**src/rtl/sublime_wavegen_if.sv**
```systemverilog
// Sample-strobe bus between the NCO side (master) and sublime_wavegen (slave).
// Valid/ready: in_valid/out_valid are single-cycle strobes with no ready; every strobe is a transfer.
interface sublime_wavegen_if #(
  parameter int OUT_W = 16
);
  logic             in_valid;
  logic [31:0]      phase;
  logic [1:0]       shape;
  logic [31:0]      pulse_width;
  logic             out_valid;
  logic [OUT_W-1:0] sample;
  logic             wrap;

  modport master (
    output in_valid, phase, shape, pulse_width,
    input  out_valid, sample, wrap
  );

  modport slave (
    input  in_valid, phase, shape, pulse_width,
    output out_valid, sample, wrap
  );
endinterface

```
**src/rtl/sublime_wavegen.sv**
```systemverilog
// Phase-to-waveform shaper (saw/pulse/triangle/sine), fixed 3-stage pipeline with hard-sync wrap pulse.
// Optional sine ROM enabled by defining SUBLIME_WAVEGEN_SINE_EN; otherwise shape 3 yields 0x0000.
module sublime_wavegen #(
  parameter int OUT_W  = 16,
  parameter int LUT_AW = 8
) (
  input  logic               clk,
  input  logic               rst,
  sublime_wavegen_if.slave   bus
);

  if (OUT_W != 16 || LUT_AW < 1 || LUT_AW > 30) begin : g_param_check
    $error("sublime_wavegen: unsupported OUT_W or LUT_AW");
  end

  // ---------------- stage 1: capture inputs, detect wrap ----------------
  logic        s1_valid;
  logic        s1_wrap;
  logic        prev_msb;
  logic [31:0] s1_phase;
  logic [31:0] s1_pw;
  logic [1:0]  s1_shape;

  always_ff @(posedge clk) begin
    if (rst) begin
      s1_valid <= 1'b0;
      s1_wrap  <= 1'b0;
      prev_msb <= 1'b0;
    end else begin
      s1_valid <= bus.in_valid;
      s1_wrap  <= bus.in_valid & prev_msb & ~bus.phase[31];
      if (bus.in_valid) prev_msb <= bus.phase[31];
    end
  end

  always_ff @(posedge clk) begin
    if (bus.in_valid) begin
      s1_phase <= bus.phase;
      s1_pw    <= bus.pulse_width;
      s1_shape <= bus.shape;
    end
  end

  // ---------------- stage 2: shape computation ----------------
  logic [15:0] tri_t;
  logic [15:0] shape_val;

  always_comb begin
    tri_t     = s1_phase[31] ? ~s1_phase[30:15] : s1_phase[30:15];
    shape_val = 16'h0000;
    case (s1_shape)
      2'd0:    shape_val = {~s1_phase[31], s1_phase[30:16]};
      2'd1:    shape_val = (s1_phase < s1_pw) ? 16'h7FFF : 16'h8001;
      2'd2:    shape_val = tri_t ^ 16'h8000;
      default: shape_val = 16'h0000;
    endcase
  end

  logic        s2_valid;
  logic        s2_wrap;
  logic [15:0] s2_sample;
  logic [15:0] s2_out;

  always_ff @(posedge clk) begin
    if (rst) begin
      s2_valid <= 1'b0;
      s2_wrap  <= 1'b0;
    end else begin
      s2_valid <= s1_valid;
      s2_wrap  <= s1_valid & s1_wrap;
    end
  end

  always_ff @(posedge clk) begin
    if (s1_valid) s2_sample <= shape_val;
  end

`ifdef SUBLIME_WAVEGEN_SINE_EN
  localparam int  ROM_N   = 1 << LUT_AW;
  localparam real HALF_PI = 1.5707963267948966;

  logic [14:0]       sine_rom [ROM_N];
  logic [LUT_AW-1:0] rom_idx;
  logic [14:0]       rom_q;
  logic              s2_is_sine;
  logic              s2_neg;

  // Quarter-wave table sampled at bin centres; peak capped at 32766 so +/- peaks stay symmetric.
  for (genvar k = 0; k < ROM_N; k++) begin : g_rom
    localparam real ANG     = HALF_PI * (real'(k) + 0.5) / real'(ROM_N);
    localparam int  MAG_RAW = $rtoi(32767.0 * $sin(ANG) + 0.5);
    localparam int  MAG     = (MAG_RAW > 32766) ? 32766 : MAG_RAW;
    assign sine_rom[k] = 15'(MAG);
  end

  assign rom_idx = s1_phase[30] ? ~s1_phase[29 -: LUT_AW] : s1_phase[29 -: LUT_AW];

  always_ff @(posedge clk) begin
    if (s1_valid) begin
      rom_q      <= sine_rom[rom_idx];
      s2_is_sine <= (s1_shape == 2'd3);
      s2_neg     <= s1_phase[31];
    end
  end

  always_comb begin
    s2_out = s2_sample;
    if (s2_is_sine) s2_out = s2_neg ? (16'd0 - {1'b0, rom_q}) : {1'b0, rom_q};
  end
`else
  assign s2_out = s2_sample;
`endif

  // ---------------- stage 3: output registers ----------------
  logic             out_valid_q;
  logic             wrap_q;
  logic [OUT_W-1:0] sample_q;

  always_ff @(posedge clk) begin
    if (rst) begin
      out_valid_q <= 1'b0;
      wrap_q      <= 1'b0;
      sample_q    <= '0;
    end else begin
      out_valid_q <= s2_valid;
      wrap_q      <= s2_valid & s2_wrap;
      if (s2_valid) sample_q <= OUT_W'(s2_out);
    end
  end

  assign bus.out_valid = out_valid_q;
  assign bus.wrap      = wrap_q;
  assign bus.sample    = sample_q;

endmodule

```
**src/flat_wrapper.sv**
```systemverilog
// flat-port wrapper written by rule: the top's interface ports become plain ports
module sublime_wavegen_flat 
#(
  parameter int OUT_W  = 16,
  parameter int LUT_AW = 8
)
  (clk, rst, bus_in_valid, bus_phase, bus_shape, bus_pulse_width, bus_out_valid, bus_sample, bus_wrap);
  sublime_wavegen_if #(.OUT_W(OUT_W)) bus_i ();
  input  logic clk;
  input  logic rst;
  input wire logic [$bits(bus_i.in_valid)-1:0] bus_in_valid;
  input wire logic [$bits(bus_i.phase)-1:0] bus_phase;
  input wire logic [$bits(bus_i.shape)-1:0] bus_shape;
  input wire logic [$bits(bus_i.pulse_width)-1:0] bus_pulse_width;
  output wire logic [$bits(bus_i.out_valid)-1:0] bus_out_valid;
  output wire logic [$bits(bus_i.sample)-1:0] bus_sample;
  output wire logic [$bits(bus_i.wrap)-1:0] bus_wrap;
  assign bus_i.in_valid = bus_in_valid;
  assign bus_i.phase = bus_phase;
  assign bus_i.shape = bus_shape;
  assign bus_i.pulse_width = bus_pulse_width;
  assign bus_out_valid = bus_i.out_valid;
  assign bus_sample = bus_i.sample;
  assign bus_wrap = bus_i.wrap;
  sublime_wavegen #(.OUT_W(OUT_W), .LUT_AW(LUT_AW)) u_core (.clk(clk), .rst(rst), .bus(bus_i));
endmodule
```
**config.mk**
```make
export PLATFORM = sky130hd
export DESIGN_NAME = sublime_wavegen_flat
export DESIGN_NICKNAME = d
export VERILOG_FILES = /design/src/rtl/sublime_wavegen_if.sv /design/src/rtl/sublime_wavegen.sv /design/src/flat_wrapper.sv
export SDC_FILE = /design/constraint.sdc
export NUM_CORES = 1
export LEC_CHECK = 0
export BUFFER_PORTS_ARGS = -buffer_cell sky130_fd_sc_hd__buf_4
export CAP_MARGIN = 25
export CORE_UTILIZATION = 40
export DETAILED_ROUTE_END_ITERATION = 6
export REMOVE_ABC_BUFFERS = 1
export SLEW_MARGIN = 20
export SYNTH_ARGS = -nofsm -noshare
export SYNTH_HDL_FRONTEND = slang
export SYNTH_SLANG_ARGS = --single-unit
```
**constraint.sdc**
```tcl
create_clock -name clk -period 4.8 [get_ports clk]
set_clock_uncertainty 0.05 [all_clocks]
set_input_delay 1.2 -clock clk [delete_from_list [all_inputs] [get_ports clk]]
set_output_delay 1.2 -clock clk [all_outputs]
set_load 0.005 [all_outputs]
```
==> run_results.csv, run 1 <==
group,metric,value,unit
die,die-area,0.0116,mm²
grt,antenna_found_initial,0,
timing,fin_tns_setup,0,ns
status,status,"completed",
cts,clk_path_buf_depth,2,
min_path,hold_path.class,"reg -> reg",
cts,cts_sinks,105,
placed_design,globalplace.congestion,0.759,
drt,wire_per_inst,13.3,µm
drt,final_antenna_net_count,0,
logic_synthesis,synthTopCellsByArea,"edfxtp_1, dfxtp_1, ha_1",
power_and_ir_drop,leakagePower,2.25,nW
timing,finalCritPeriodShare,63.3,%
setup_path,cp.arrival,3.22,ns
die,core,0.0108,mm²
die,io_pins,87,
placed_design,hpwl,5250,µm
drt,firstDrtPassIters,4,
cells_and_area,n_antenna_cell,0,
cells_and_area,nets,504,
grt,grt_pass1_wl,12200,µm
cts,clkLatencyLatePin,0.36,ns
drt,drt-total-wl,7280,µm
logic_synthesis,yosysTopAreaCellShare,55.3,%
drt,vias_per_cell,4.68,
placed_design,io_buffer_count,86,
cells_and_area,fill_cells,964,
logic_synthesis,synth_compound_area_share,8.18,%
cts,post-cts-setup-buffers,0,
timing,maxSlewViolCount,0,
timing,setup_viol,0,
timing,worst_pin_slew,0.902,ns
logic_synthesis,synth_top_family_by_area,"adder cells",
grt,grt.overflow.total,0,
logic_synthesis,muxShareOfSynthArea,3.82,%
logic_synthesis,synth_seq_area_share,65.6,%
logic_synthesis,synth-seq-cells,105,
placed_design,placed_area,0.00522,mm²
timing,slew_headroom,39.8,%
cts,numCtsBuffers,9,
logic_synthesis,yosys.area_share.adder,8.71,%
cts,cts_resized,0,
cts,clk_pin_slew,0.10,ns
die,die_h,108,µm
logic_synthesis,synth_area_per_cell,14.0,µm²
logic_synthesis,yosys.area_share.simple,6.60,%
logic_synthesis,synth_ff_type,"edfxtp_1",
setup_path,path_class,"reg -> reg",
cts,cts_root_buf,"clkbuf_8",
logic_synthesis,synth-xor-area-share,2.95,%
cts,ctsHoldBuffers,0,
cts,htree_levels,3,
grt,grt_max_degree,69,
cts,cts_tree,"built",
logic_synthesis,synth-edff-count,82,
cells_and_area,layout-drive-gt1-share,27.1,%
timing,rsz0062_at_grt,"no",
die,chipWidth,108,µm
setup_path,cp_max_fo,19,
logic_synthesis,synthCells,317,
power_and_ir_drop,peakVddDrop,0.149,mV
logic_synthesis,yosys_warnings,0,
setup_path,endpoint_kind,"flop",
drt,drc_errors,0,
job,drv_cap,0,
setup_path,startpoint_type,"flop",
grt,grt_pass1_vias,2543,
timing,min_period,3.04,ns
die,rows,38,
grt,grt.total_usage,14.2,%
power_and_ir_drop,power.density,344,mW/mm²
logic_synthesis,synth_top_area_cell,"edfxtp_1",
logic_synthesis,ys_async_sr_fraction,0,%
drt,vias,2567,
die,start_util,41.1,%
timing,hold_viol,0,
drt,drtIter0Drc,117,
logic_synthesis,syn-cell-area,0.00445,mm²
cells_and_area,syn_to_final_growth,21.5,%
logic_synthesis,yosysUniqueCellTypes,39,
timing,fmax,0.329,GHz
cells_and_area,design_area,0.00541,mm²
setup_path,cp.required,4.98,ns
[metrics by stage]
step / std cells / setup slack [ns] / utilization, % / total power, W / hold slack (ns)
6_report: 549 / 1.76 / 49.9 / 0.00186 / 0.385
3_3_place_gp: 533 / 1.82 / 48.1 / 0.00135 / 0.365
5_1_grt: 549 / 1.56 / 49.9 / 0.00197 / 0.412
2_1_floorplan: 307 / 2.03 / - / 0.00125 / 0.356
4_1_cts: 549 / 1.75 / 49.9 / 0.00189 / 0.392
3_5_place_dp: 533 / 1.76 / 48.1 / 0.00135 / 0.368
[cells in the final DEF, fill, tap and decap left out, types with 3 or more instances in the layout]
master / synthesis / final
buf_4: 0 / 86
edfxtp_1: 82 / 82
nor2_1: 36 / 36
inv_1: 33 / 33
ha_1: 31 / 31
dfxtp_1: 23 / 23
mux2i_1: 17 / 17
a21oi_1: 15 / 15
xnor2_1: 14 / 14
clkbuf_8: 0 / 10
a221o_1: 9 / 9
nand2_1: 5 / 5
nand3_1: 5 / 5
a221o_2: 5 / 5
nand4_1: 4 / 4
o21ai_0: 4 / 4
a21o_1: 3 / 3
nor2b_1: 3 / 3
[path summary, 6_finish.rpt]
path	start	end	slack [ns]	depth (start not counted)
max	u_core.s1_phase[31]	u_core.s2_out[14]	1.76	7
min	u_core.s2_wrap	u_core.bus.wrap	0.38	1
max reg2reg	u_core.s1_phase[31]	u_core.s2_out[14]	1.76	7
min reg2reg	u_core.s2_wrap	u_core.bus.wrap	0.38	1
[synth_stat cells (all sizes together) (2+ instances only)]
| master | count |
|---|---|
| dfxtp | 23 |
| buf | 4 |
| a31oi | 2 |
| nor2b | 3 |
| nand3 | 5 |
| nand2 | 5 |
| o21ai | 4 |
| edfxtp | 82 |
| a221o | 14 |
| and2 | 2 |
| nand4 | 5 |
| nor2 | 36 |
| clkbuf | 4 |
| mux2i | 17 |
| a21o | 3 |
| xnor2 | 14 |
| ha | 31 |
| inv | 33 |
| a21oi | 15 |
| nor3 | 2 |
[layer usage]
layer / part of all wire, % / global-route usage [%] / vias to the layer above
li1: - / - / 1327
met1: 49 / 19.1 / 1173
met2: 44 / 20.7 / 56
met3: 5.0 / 4.12 / 11
met4: 2.2 / 7.05 / 0
met5: 0 / 0 / -
[state kept, by name, summed over array words and instances, names as in the netlist]
| name | flops |
|---|---|
| u_core.s2_out | 16 |
| u_core.prev_msb | 1 |
| u_core.s1_pw | 32 |
| u_core.bus.sample | 16 |
| u_core.s1_valid | 1 |
| u_core.bus.out_valid | 1 |
| u_core.s1_phase | 32 |
| u_core.s2_valid | 1 |
| u_core.s2_wrap | 1 |
| u_core.s1_wrap | 1 |
| u_core.bus.wrap | 1 |
| u_core.s1_shape | 2 |
[cells by family after synthesis]
kind of cell,count (synthesis)
xor+xnor,15
buf+inv,43
simple gates,62
compound gates,44
mux,17
flops,105
fa+ha+maj,31
[power breakdown]
group          total (W)  switching [W]  internal, W
Combinational   0.000230       0.000106     0.000124
Clock           0.000532       0.000296     0.000236
Sequential       0.00110      0.0000406      0.00106
[layout make-up]
class | count | area (µm²) | share of cell area [%]
Clock buffer | 11 | 163 | 3.01
Tap cell | 140 | 175 | 3.24
Clock inverter | 5 | 33.8 | 0.624
Timing Repair Buffer | 86 | 646 | 11.9
Sequential cell | 105 | 2920 | 54.0
Inverter | 33 | 124 | 2.29
Multi-Input combinational cell | 169 | 1350 | 24.9
[worst max-delay path: stages, from the launching register on]
cell	delay, ns
edfxtp_1	0.89
ha_1	0.39
nand4_2	0.13
nor3_2	0.08
a2111o_1	0.39
or3_1	0.35
a31oi_4	0.39
a221o_1	0.24
No activity file was read; power rests on OpenSTA's default activity.
==> run 2, diff against run 1 <==
==> constraint.sdc (replaced) <==
create_clock -name clk -period 2.7 [get_ports clk]
set_clock_uncertainty 0.05 [all_clocks]
set_input_delay 0.675 -clock clk [delete_from_list [all_inputs] [get_ports clk]]
set_output_delay 0.675 -clock clk [all_outputs]
set_load 0.005 [all_outputs]
==> run 2 against run 1 <==
Against the previous run: non-clock buffer count is 6 higher; setup slack worse by 1.6 ns; global-route usage up 0.11 points; first-iteration DRC count down 36%; combinational power grew 88%; clock power up 95%; die area stayed put; register-to-register slack worse by 1.6 ns; clock-buffer cell count down 1; sequential share of layout area down 0.79 points; cell area is 1.5% higher.
==> run_results.csv, run 2 (synthesis gave the netlist of run 1 again) <==
group,metric,value,unit
cells_and_area,layout_commonest_cell,"buf_4",
die,core,0.0108,mm²
placed_design,globalplace.congestion,0.756,
cells_and_area,nets,510,
cts,clkLatencyLatePin,0.37,ns
placed_design,placed_area,0.00525,mm²
cts,htree_levels,3,
cells_and_area,seq_area,0.00292,mm²
timing,worst_pin_slew,0.929,ns
cells_and_area,fin_util,50.7,%
setup_path,cp.required,2.78,ns
cells_and_area,reg_top3,"u_core.s1_phase (32), u_core.s1_pw (32)",
setup_path,path_buf_inv,1,
die,io_pins,87,
die,die-area,0.0116,mm²
setup_path,endpoint_kind,"flop",
drt,drt-total-wl,7440,µm
die,die_h,108,µm
setup_path,cp_max_fo,15,
cts,cts_sinks,105,
placed_design,hpwl,5430,µm
cts,cts_root_buf,"clkbuf_8",
cells_and_area,multiInputGateArea,0.00135,mm²
setup_path,cp.arrival,2.65,ns
timing,min_period,2.57,ns
power_and_ir_drop,leakagePower,2.30,nW
timing,hold_ws,0.392,ns
timing,rsz0062_at_grt,"no",
power_and_ir_drop,fin_total_pwr,0.00341,W
status,status,"completed",
timing,hold_viol,0,
setup_path,max_stage_delay,0.42,ns
job,drv_cap,0,
drt,drc_errors,0,
power_and_ir_drop,power.density,622,mW/mm²
drt,final_antenna_net_count,0,
cts,clk_pin_slew,0.10,ns
setup_path,path_cells,"ha_1 > nand4_1 > o311a_1 > o41ai_4 > a31oi_4 > buf_12 > a221o_2",
setup_path,startpoint_type,"flop",
power_and_ir_drop,peakVddDrop,0.341,mV
grt,antenna_found_initial,0,
timing,slew_headroom,37.8,%
timing,setup_viol,0,
placed_design,pre_cts_slack,0.121,ns
die,rows,38,
cells_and_area,n_antenna_cell,0,
grt,grt.overflow.total,0,
setup_path,critical-path-top-delay-family,"compound AO/OA/AOI/OAI gates",
setup_path,critPathSlowestCell,"o311a_1",
timing,finalWorstSetupSlack,0.132,ns
min_path,hold_path.class,"reg -> reg",
cts,clk_path_buf_depth,2,
timing,fmax,0.389,GHz
drt,firstDrtPassIters,4,
setup_path,path_class,"reg -> reg",
cells_and_area,syn_to_final_growth,23.3,%
cts,numCtsBuffers,9,
grt,grt_pass1_vias,2551,
grt,grt_pass1_wl,12300,µm
placed_design,io_buffer_count,86,
cells_and_area,mostFrequentLayoutCells,"buf_4, edfxtp_1, nor2_1",
cells_and_area,layout-drive-gt1-share,28.2,%
grt,grt_max_degree,44,
timing,finalCritPeriodShare,95.1,%
die,chipWidth,108,µm
cells_and_area,fill_cells,984,
cells_and_area,design_area,0.00549,mm²
grt,grt.total_usage,14.3,%
timing,maxSlewViolCount,0,
drt,drtIter0Drc,75,
cts,cts_tree,"built",
drt,vias,2594,
die,start_util,41.1,%
drt,vias_per_cell,4.67,
drt,wire_per_inst,13.4,µm
==> run 2: changes by cell type in the layout (fill, tap and decap cells not counted), sizes merged <==
| cell | before | now |
|---|---|---|
| clkinv | 3 | 2 |
| clkbuf | 11 | 10 |
| bufinv | 0 | 1 |
| buf | 86 | 92 |
| inv | 35 | 36 |
==> run 2: metrics by stage <==
stage / std cells / TNS (ns)
final: 555 / 0
after global routing: 555 / 0
after CTS: 554 / 0
after detailed placement: 538 / 0
after global placement: 538 / 0
after floorplan: 307 / -0.892
==> run 2: path summary, 6_finish.rpt <==
kind                      start          endpoint  slack, ns  depth (start not counted)
min              u_core.s1_wrap    u_core.s2_wrap       0.39                          1
max          u_core.s1_phase[7]  u_core.s2_out[4]       0.13                          7
max reg2reg  u_core.s1_phase[7]  u_core.s2_out[4]       0.13                          7
min reg2reg      u_core.s1_wrap    u_core.s2_wrap       0.39                          1
==> run 2: power by group <==
group          leakage, nW  switching (W)  total (W)  internal, W
sequential           0.977      0.0000636    0.00194      0.00188
clock                0.113       0.000543    0.00104     0.000495
combinational         1.20       0.000200   0.000433     0.000233
total                 2.30       0.000807    0.00341      0.00261
==> run 2: what timing repair did <==
action,CTS,global route
resized for setup,0,0
setup buffers,0,1
hold buffers,0,0
setup endpoints to repair,0,14
==> run 2: area by class of cell <==
cell class,count,area share (%)
timing repair buffer,92,12.8
clock buffer,10,2.71
sequential,105,53.2
inverter,33,2.26
clock inverter,6,1.28
multi-input combinational,169,24.5
tap,140,3.19
==> run 2: routing by layer <==
metal	track usage (%)	share of wire [%]
met1	19.3	49
met2	21.4	45
met3	3.45	4.0
met4	6.95	1.7
met5	0	0
